--- config.mk ---
export PLATFORM = sky130hd
export DESIGN_NAME = rom_port_arbiter
export DESIGN_NICKNAME = d
export VERILOG_FILES = /design/src/rtl/rom_port_arbiter.sv
export SDC_FILE = /design/constraint.sdc
export NUM_CORES = 1
export LEC_CHECK = 0
export ABC_AREA = 1
export ABC_CLOCK_PERIOD_IN_PS = 2700
export CELL_PAD_IN_SITES_DETAIL_PLACEMENT = 1
export CELL_PAD_IN_SITES_GLOBAL_PLACEMENT = 1
export CORE_MARGIN = 10
export CORE_UTILIZATION = 48
export CTS_BUF_LIST = sky130_fd_sc_hd__clkbuf_16
export CTS_CLUSTER_SIZE = 12
export DETAILED_ROUTE_END_ITERATION = 8
export DONT_BUFFER_PORTS = 1
export HOLD_SLACK_MARGIN = 0.05
export PLACE_DENSITY = 0.81
export SYNTH_ARGS = -nofsm -noshare
export SYNTH_HDL_FRONTEND = slang
export SYNTH_SLANG_ARGS = --single-unit
export TNS_END_PERCENT = 10
--- constraint.sdc ---
create_clock -name Clk -period 2.7 [get_ports Clk]
set_input_delay 0.135 -clock Clk [delete_from_list [all_inputs] [get_ports Clk]]
set_output_delay 0.135 -clock Clk [all_outputs]
set_load 0.05 [all_outputs]
--- src/rtl/rom_port_arbiter.sv ---
// rtl/rom_port_arbiter.sv - shares one ROM/SDRAM read port between CPU PRG and PPU CHR fetches
// Optional SDRAM refresh slot enabled by defining ROMARB_REFRESH_EN.
module rom_port_arbiter #(
    parameter int STARVE_MAX       = 4,
    parameter int REFRESH_INTERVAL = 384
) (
    input  logic        Clk,
    input  logic        Reset,
    input  logic        cpu_req,
    input  logic [16:0] cpu_addr,
    output logic        cpu_ack,
    output logic [7:0]  cpu_data,
    input  logic        ppu_req,
    input  logic [16:0] ppu_addr,
    output logic        ppu_ack,
    output logic [7:0]  ppu_data,
    output logic        mem_req,
    output logic [17:0] mem_addr,
    output logic        mem_refresh,
    input  logic        mem_ack,
    input  logic [7:0]  mem_rdata,
    output logic        proto_err
);

`ifdef ROMARB_REFRESH_EN
    typedef enum logic [1:0] {
        S_IDLE    = 2'd0,
        S_BUSY    = 2'd1,
        S_REFRESH = 2'd2
    } state_t;
`else
    typedef enum logic [1:0] {
        S_IDLE = 2'd0,
        S_BUSY = 2'd1
    } state_t;
`endif

    localparam logic [3:0] LP_STARVE_MAX = 4'(STARVE_MAX);

    state_t      r_state;
    state_t      w_next;

    logic        r_cpu_pend;
    logic        r_ppu_pend;
    logic [16:0] r_cpu_addr;
    logic [16:0] r_ppu_addr;
    logic [3:0]  r_starve;
    logic        r_win_cpu;
    logic        r_mem_req;
    logic [17:0] r_mem_addr;
    logic        r_cpu_ack;
    logic        r_ppu_ack;
    logic [7:0]  r_cpu_data;
    logic [7:0]  r_ppu_data;
    logic        r_proto_err;

    logic        w_grant_cpu;
    logic        w_grant_ppu;
    logic        w_grant_ref;
    logic        w_done;
    logic        w_ref_pend;
    logic        w_starved;
    logic        w_cpu_busy;
    logic        w_ppu_busy;
    logic        w_cpu_accept;
    logic        w_ppu_accept;

    assign w_starved = (r_starve == LP_STARVE_MAX);

    // A source is free again on the edge its transaction completes, so a
    // request arriving together with the memory ack is accepted.
    assign w_cpu_busy = r_cpu_pend |
                        ((r_state == S_BUSY) && r_win_cpu && !mem_ack);
    assign w_ppu_busy = r_ppu_pend |
                        ((r_state == S_BUSY) && !r_win_cpu && !mem_ack);

    assign w_cpu_accept = cpu_req && !w_cpu_busy;
    assign w_ppu_accept = ppu_req && !w_ppu_busy;

    always_ff @(posedge Clk) begin
        if (Reset) begin
            r_state <= S_IDLE;
        end else begin
            r_state <= w_next;
        end
    end

    always_comb begin
        w_next      = r_state;
        w_grant_cpu = 1'b0;
        w_grant_ppu = 1'b0;
        w_grant_ref = 1'b0;
        w_done      = 1'b0;
        case (r_state)
            S_IDLE: begin
                if (w_ref_pend) begin
                    w_grant_ref = 1'b1;
                end else if (r_cpu_pend && w_starved) begin
                    w_grant_cpu = 1'b1;
                end else if (r_ppu_pend) begin
                    w_grant_ppu = 1'b1;
                end else if (r_cpu_pend) begin
                    w_grant_cpu = 1'b1;
                end
                if (w_grant_cpu || w_grant_ppu) begin
                    w_next = S_BUSY;
                end
`ifdef ROMARB_REFRESH_EN
                if (w_grant_ref) begin
                    w_next = S_REFRESH;
                end
`endif
            end
            S_BUSY: begin
                if (mem_ack) begin
                    w_done = 1'b1;
                    w_next = S_IDLE;
                end
            end
`ifdef ROMARB_REFRESH_EN
            S_REFRESH: begin
                if (mem_ack) begin
                    w_next = S_IDLE;
                end
            end
`endif
            default: begin
                w_next = S_IDLE;
            end
        endcase
    end

    always_ff @(posedge Clk) begin
        if (Reset) begin
            r_cpu_pend  <= 1'b0;
            r_ppu_pend  <= 1'b0;
            r_cpu_addr  <= 17'd0;
            r_ppu_addr  <= 17'd0;
            r_proto_err <= 1'b0;
        end else begin
            r_cpu_pend <= (r_cpu_pend & ~w_grant_cpu) | w_cpu_accept;
            r_ppu_pend <= (r_ppu_pend & ~w_grant_ppu) | w_ppu_accept;
            if (w_cpu_accept) begin
                r_cpu_addr <= cpu_addr;
            end
            if (w_ppu_accept) begin
                r_ppu_addr <= ppu_addr;
            end
            if ((cpu_req && w_cpu_busy) || (ppu_req && w_ppu_busy)) begin
                r_proto_err <= 1'b1;
            end
        end
    end

    // Starvation only accumulates while the CPU is actually waiting.
    always_ff @(posedge Clk) begin
        if (Reset) begin
            r_starve <= 4'd0;
        end else if (w_grant_cpu) begin
            r_starve <= 4'd0;
        end else if (w_grant_ppu && r_cpu_pend) begin
            if (!w_starved) begin
                r_starve <= r_starve + 4'd1;
            end
        end else if ((w_grant_ppu || w_grant_ref) && !r_cpu_pend) begin
            r_starve <= 4'd0;
        end
    end

    always_ff @(posedge Clk) begin
        if (Reset) begin
            r_mem_req  <= 1'b0;
            r_mem_addr <= 18'd0;
            r_win_cpu  <= 1'b0;
            r_cpu_ack  <= 1'b0;
            r_ppu_ack  <= 1'b0;
            r_cpu_data <= 8'h00;
            r_ppu_data <= 8'h00;
        end else begin
            r_cpu_ack <= 1'b0;
            r_ppu_ack <= 1'b0;
            if (w_grant_cpu) begin
                r_mem_req  <= 1'b1;
                r_mem_addr <= {1'b0, r_cpu_addr};
                r_win_cpu  <= 1'b1;
            end else if (w_grant_ppu) begin
                r_mem_req  <= 1'b1;
                r_mem_addr <= {1'b1, r_ppu_addr};
                r_win_cpu  <= 1'b0;
            end else if (w_done) begin
                r_mem_req <= 1'b0;
                if (r_win_cpu) begin
                    r_cpu_data <= mem_rdata;
                    r_cpu_ack  <= 1'b1;
                end else begin
                    r_ppu_data <= mem_rdata;
                    r_ppu_ack  <= 1'b1;
                end
            end
        end
    end

`ifdef ROMARB_REFRESH_EN
    localparam int LP_REF_W = (REFRESH_INTERVAL > 1) ? $clog2(REFRESH_INTERVAL) : 1;
    localparam logic [LP_REF_W-1:0] LP_REF_LAST = LP_REF_W'(REFRESH_INTERVAL - 1);

    logic [LP_REF_W-1:0] r_ref_cnt;
    logic                r_ref_pend;
    logic                r_mem_refresh;
    logic                w_ref_wrap;

    assign w_ref_wrap = (r_ref_cnt == LP_REF_LAST);
    assign w_ref_pend = r_ref_pend;

    // A wrap while a refresh is still pending merges into that one.
    always_ff @(posedge Clk) begin
        if (Reset) begin
            r_ref_cnt     <= '0;
            r_ref_pend    <= 1'b0;
            r_mem_refresh <= 1'b0;
        end else begin
            r_ref_cnt  <= w_ref_wrap ? '0 : r_ref_cnt + 1'b1;
            r_ref_pend <= w_ref_wrap | (r_ref_pend & ~w_grant_ref);
            if (w_grant_ref) begin
                r_mem_refresh <= 1'b1;
            end else if ((r_state == S_REFRESH) && mem_ack) begin
                r_mem_refresh <= 1'b0;
            end
        end
    end

    assign mem_refresh = r_mem_refresh;
`else
    logic w_unused_refresh_cfg;

    assign w_unused_refresh_cfg = (REFRESH_INTERVAL > 0);
    assign w_ref_pend           = 1'b0;
    assign mem_refresh          = 1'b0;
`endif

    assign cpu_ack   = r_cpu_ack;
    assign cpu_data  = r_cpu_data;
    assign ppu_ack   = r_ppu_ack;
    assign ppu_data  = r_ppu_data;
    assign mem_req   = r_mem_req;
    assign mem_addr  = r_mem_addr;
    assign proto_err = r_proto_err;

endmodule

==> After elaboration in Yosys (flattened, before gate mapping) <==
Index checks and enable logic that the tools add are counted.
{ "totals": {"word_cells": 85, "in_bits": 47, "ff_bits": 81} }
{ "classes": {"muxes": 26, "n_bitwise": 10, "n_addsub": 1, "n_eq_ne": 5, "n_reduce_logical": 28} }
{ "ops": {"columns": ["cell", "count"], "rows": [
  ["$mux W17", 2],
  ["$mux W1", 18],
  ["$mux W4", 3],
  ["$logic_and A1 B1 Y1", 11],
  ["$reduce_and A4 Y1", 2],
  ["$ne A2 B2 Y1 const B", 3],
  ["$logic_not A1 Y1", 5],
  ["$add A4 B1 Y4 const B", 1],
  ["$eq A4 B3 Y1 const B", 1],
  ["$mux W2", 2],
  ["$not A1 Y1", 4],
  ["$or A1 B1 Y1", 4],
  ["$pmux W2 S2", 1],
  ["$reduce_and A2 Y1", 2],
  ["$reduce_bool A2 Y1", 2],
  ["$reduce_or A4 Y1", 1],
  ["$reduce_bool A3 Y1", 1],
  ["$and A1 B1 Y1", 2],
  ["$eq A2 B1 Y1 const B", 1],
  ["$logic_not A2 Y1", 1],
  ["$logic_or A1 B1 Y1", 2],
  ["$reduce_or A2 Y1", 1]
]} }

==> Logic depth before layout (Yosys ltp) <==
{ "depth": {"ltp_word": 8, "ltp_mapped": 11, "ltp_nobuf": 11} }

==> Least setup slack after synthesis <==
Ideal clock, no wire load.
{ "synth_timing": {"path_type": "register to register", "from": "register r_starve[0]", "to": "register r_mem_addr[10], in the netlist mem_addr[10]", "n_path_buf": 1, "path_stages_with_launch": 11, "t_arrival_ns": 1.306, "t_required_ns": 2.634, "slack_ns": 1.328, "cell_sequence": "dfxtp_1 inv_1 ha_1 nand2_1 inv_1 nand2_2 nand2_4 nand2_4 buf_6 nand2_2 a21oi_2"} }
{ "synth_between": {"elab_chain_len": 6} }
{ "synth_lines": {"columns": ["item", "line", "rtl"], "rows": [
  ["start, declared", "47", "logic [3:0] r_starve;"],
  ["start signal, assigned", "163", "r_starve <= r_starve + 4'd1;"],
  ["$eq A4 B3 Y1 *", "68", "assign w_starved = (r_starve == LP_STARVE_MAX);"],
  ["$logic_and A1 B1 Y1 *", "98", "end else if (r_cpu_pend && w_starved) begin"],
  ["$mux W1", "98", null],
  ["$mux W1 (2 in a row)", "94", "case (r_state)"],
  ["$mux W17 / $reduce_bool A2 Y1 (equally long branches)", null, null],
  ["end signal, assigned", "184", "r_mem_addr <= {1'b0, r_cpu_addr};"],
  ["end signal, assigned", "188", "r_mem_addr <= {1'b1, r_ppu_addr};"],
  ["end, declared", "50", "logic [17:0] r_mem_addr;"]
]} }
Mark *: on every way between the ends. The rest lies on a longest branch, timed or not. The select of a mux whose other input is x is not followed.
A chain may end at the register's enable or synchronous reset.

==> Worst setup path in the final report <==
{ "layout_timing": {"from": "register r_win_cpu", "to": "register r_cpu_addr[9]"} }
{ "layout_between": {"elab_chain_len": 5} }
{ "layout_lines": {"columns": ["item", "line", "rtl"], "rows": [
  ["start, declared", "48", "logic r_win_cpu;"],
  ["start signal, assigned", "174", "r_win_cpu <= 1'b0;"],
  ["start signal, assigned", "185", "r_win_cpu <= 1'b1;"],
  ["start signal, assigned", "189", "r_win_cpu <= 1'b0;"],
  ["$logic_and A1 B1 Y1 (2 in a row)", "73", "((r_state == S_BUSY) && r_win_cpu && !mem_ack);"],
  ["$or A1 B1 Y1", "72", "assign w_cpu_busy = r_cpu_pend |"],
  ["$logic_not A1 Y1", "77", "assign w_cpu_accept = cpu_req && !w_cpu_busy;"],
  ["$logic_and A1 B1 Y1", "77", null],
  ["end signal, assigned", "144", "r_cpu_addr <= cpu_addr;"],
  ["end, declared", "45", "logic [16:0] r_cpu_addr;"]
]} }
Every way passes these cells.

==> flow_summary.yaml <==
worst_setup_path:
  worstSetupPathType: "flip-flop to flip-flop"
  rr_worst_depth: 6
  startpoint_type: "flip-flop"
  crit_fanout: 18
  r2r-start: "r_win_cpu$_SDFFE_PP0P_"
  crit_required_ns: 2.99
  ff2ff_setup_slack_ns: 0.32
  worst-endpoint-arrival_ns: 2.68
  timing.rr.end: "r_cpu_addr[9]$_SDFFE_PP0P_"
  crit_path_end_kind: "flip-flop"
finish:
  nets: 566
  final_common_cell: "nand2_1"
  fin_cells: 618
  utilization_pct: 61.5
  nFillCells: 895
  insertedDiodeCount: 0
  layout_common_cells: "140 x nand2_1, 80 x dfxtp_1, 54 x nor2_1"
  synthToLayoutAreaGrowth_pct: 22.2
  drive_above_1_share_pct: 11.9
timing:
  fin_skew_ns: 0.0152
  setup_viol: 0
  max_freq_mhz: 420
  post-route-period-util_pct: 88.3
  tightest_slew_ns: 1.21
  report.final.slew_viol_count: 0
  fin_hold_ws_ns: 0.0829
  rsz0062_at_grt: "no"
  slew_headroom_pct: 19.1
  period_minus_slack_ns: 2.38
  hold_viol_final: 0
  tns_ns: 0
global_routing:
  grt_pass1_wl_um: 18900
  grt-busiest-layer: "met2"
  grtUsageTotal_pct: 21.1
  overflow: 0
  met3_usage_pct: 7.80
  grt_pass1_vias: 3588
  antenna_found_initial: 0
  met1_usage_pct: 21.7
  grt_max_degree: 46
  grtUsageMet2_pct: 37.6
placement:
  placed_cells: 557
  place.gp.congestion: 0.806
  hpwl_um: 7080
  io_buffers: 0
hold_path:
  hold_start: "mem_ack"
  whs_endpoint: "mem_req$_SDFFE_PP0P_"
  hold_path_depth: 3
  hold_path_class: "primary input to flip-flop"
floorplan:
  rows: 30
  core_um2: 6910
  die_area_um2: 11100
  die_h_um: 105
  die_w_um: 105
  ios: 86
  start_util_pct: 50.4
clock_tree:
  cts.sinks: 80
  cts_setup_buffers: 0
  cts_tree: "yes"
  clk_pin_slew_ns: 0.07
  hold_buffers: 45
  clkLatencyLatePin_ns: 0.35
  cts_buffers: 9
  cts_buffer_depth: 2
  htreeDepth: 3
  root_buffer: "clkbuf_16"
  cts-resized-gates: 0
detailed_routing:
  drtIter0Drc: 178
  drt-wirelength-per-cell_um: 18.8
  drcViolationCount: 0
  drtPass1Iterations: 4
  wirelength_um: 11600
  vias_per_cell: 5.27
  dr_total_vias: 3258
  drtAntennaViolNets: 0
yosys:
  syn_area_um2: 3480
  synth_top_family_by_area: "simple AND/OR/NAND/NOR gates"
  yosysUniqueCellTypes: 27
  ys_warn_count: 0
  synth_compound_area_share_pct: 9.93
  ys_ff_latch: 80
  muxShareOfSynthArea_pct: 0
  synth-xor-area-share_pct: 0.252
  synthSimpleGateAreaFrac_pct: 33.4
  synth_top_area_share_pct: 46.0
  yosys-top-cells-area: "dfxtp_1 46%, nand2_1 15%, nor2_1 5.8%, a21oi_1 5.6%, nand3_1 5.3%"
  synth-adder-area-share_pct: 0.719
  synth_top_area_cell: "dfxtp_1"
  syn_nets: 531
  netlist_instances: 482
  ys_seq_area_share_pct: 46.0
  syn_avg_cell_area_um2: 7.22
run:
  drv_cap: 0
power:
  power_density_nw_per_um2: 836
  ir_drop_v: 0.000436
  p_leak_uw: 0.00188
  power_uw: 3550
status:
  status: "finished, final reports clean"
-- power by group --
part,internal (µW),switching (µW),leakage (µW),total [µW]
logic,203,391,0.00107,593
clock network,811,508,0.000158,1320
registers,1310,331,0.000657,1640
-- Yosys cell counts --
master,instances
nand4_1,1
a21oi_1,39
ha_1,2
nand3_2,11
buf_8,1
nand3_1,37
a211oi_1,1
nand2_4,2
o21ai_1,1
buf_4,2
nor2_1,54
buf_2,8
clkbuf_1,7
nand2_2,13
inv_2,6
buf_6,3
nand2_1,140
o21ai_0,10
conb_1,1
clkinv_1,1
nor2_2,2
dfxtp_1,80
buf_1,3
a21oi_2,10
nand3b_1,2
xnor2_1,1
inv_1,44
-- area by class of cell --
type	count	area (µm²)	share of cell area [%]
Sequential cell	80	1600	37.7
Inverter	51	191	4.51
Clock inverter	7	93.8	2.21
Clock buffer	9	225	5.30
Timing Repair Buffer	48	473	11.1
Multi-Input combinational cell	327	1540	36.3
Tap cell	96	120	2.83
-- sequential cells by signal, indices dropped and copies added, names as in the netlist --
name and cells:
r_starve 4, proto_err 1, r_win_cpu 1, mem_addr 18, r_ppu_addr 17, r_ppu_pend 1
r_cpu_pend 1, ppu_data 8, cpu_ack 1, mem_req 1, ppu_ack 1, r_cpu_addr 17
cpu_data 8, r_state 1
-- worst max path at each step --
stage                                         from                          to  slack [ns]  cells past startpoint
after floorplan           r_starve[0]$_SDFFE_PP0P_   mem_addr[10]$_SDFFE_PP0P_        1.33                     10
after global placement      r_win_cpu$_SDFFE_PP0P_  r_ppu_addr[4]$_SDFFE_PP0P_        0.95                      4
after detailed placement    r_win_cpu$_SDFFE_PP0P_  r_ppu_addr[4]$_SDFFE_PP0P_        0.86                      4
after CTS                   r_win_cpu$_SDFFE_PP0P_  r_cpu_addr[9]$_SDFFE_PP0P_        0.48                      6
after global routing        r_win_cpu$_SDFFE_PP0P_  r_cpu_addr[9]$_SDFFE_PP0P_        0.16                      6
final                       r_win_cpu$_SDFFE_PP0P_  r_cpu_addr[9]$_SDFFE_PP0P_        0.32                      6
-- layer usage --
metal / routed length (µm) / vias up
met5: 0 / -
met4: 334 / 0
met3: 917 / 25
met2: 6000 / 91
met1: 4360 / 1574
li1: - / 1568
-- through the flow --
stage | area, µm² | setup WS [ns]
finish | 4250 | 0.317
global placement | 3480 | 0.951
detailed placement | 3480 | 0.860
floorplan | 3480 | 1.33
global route | 4250 | 0.155
CTS | 4250 | 0.479
-- logic make-up (layout without fill, tap and decap cells) --
family,Yosys count,after routing
AOI/OAI and AO/OA,61,61
DFF,80,80
and+or+nand+nor,262,262
adders and majority gates,2,2
xor gates and xnor gates,1,1
other,1,1
buffers and inverters,75,115
-- critical path, cell delays in order, from the launching register on --
cell and delay (ns):
dfxtp_1 0.46, nand3_1 0.21, nand3_2 0.35, inv_2 0.40, nand2_1 0.14, a21oi_1 0.20
dlygate4sd3_1 0.58
Note: power is estimated with default switching activity, not from simulation.
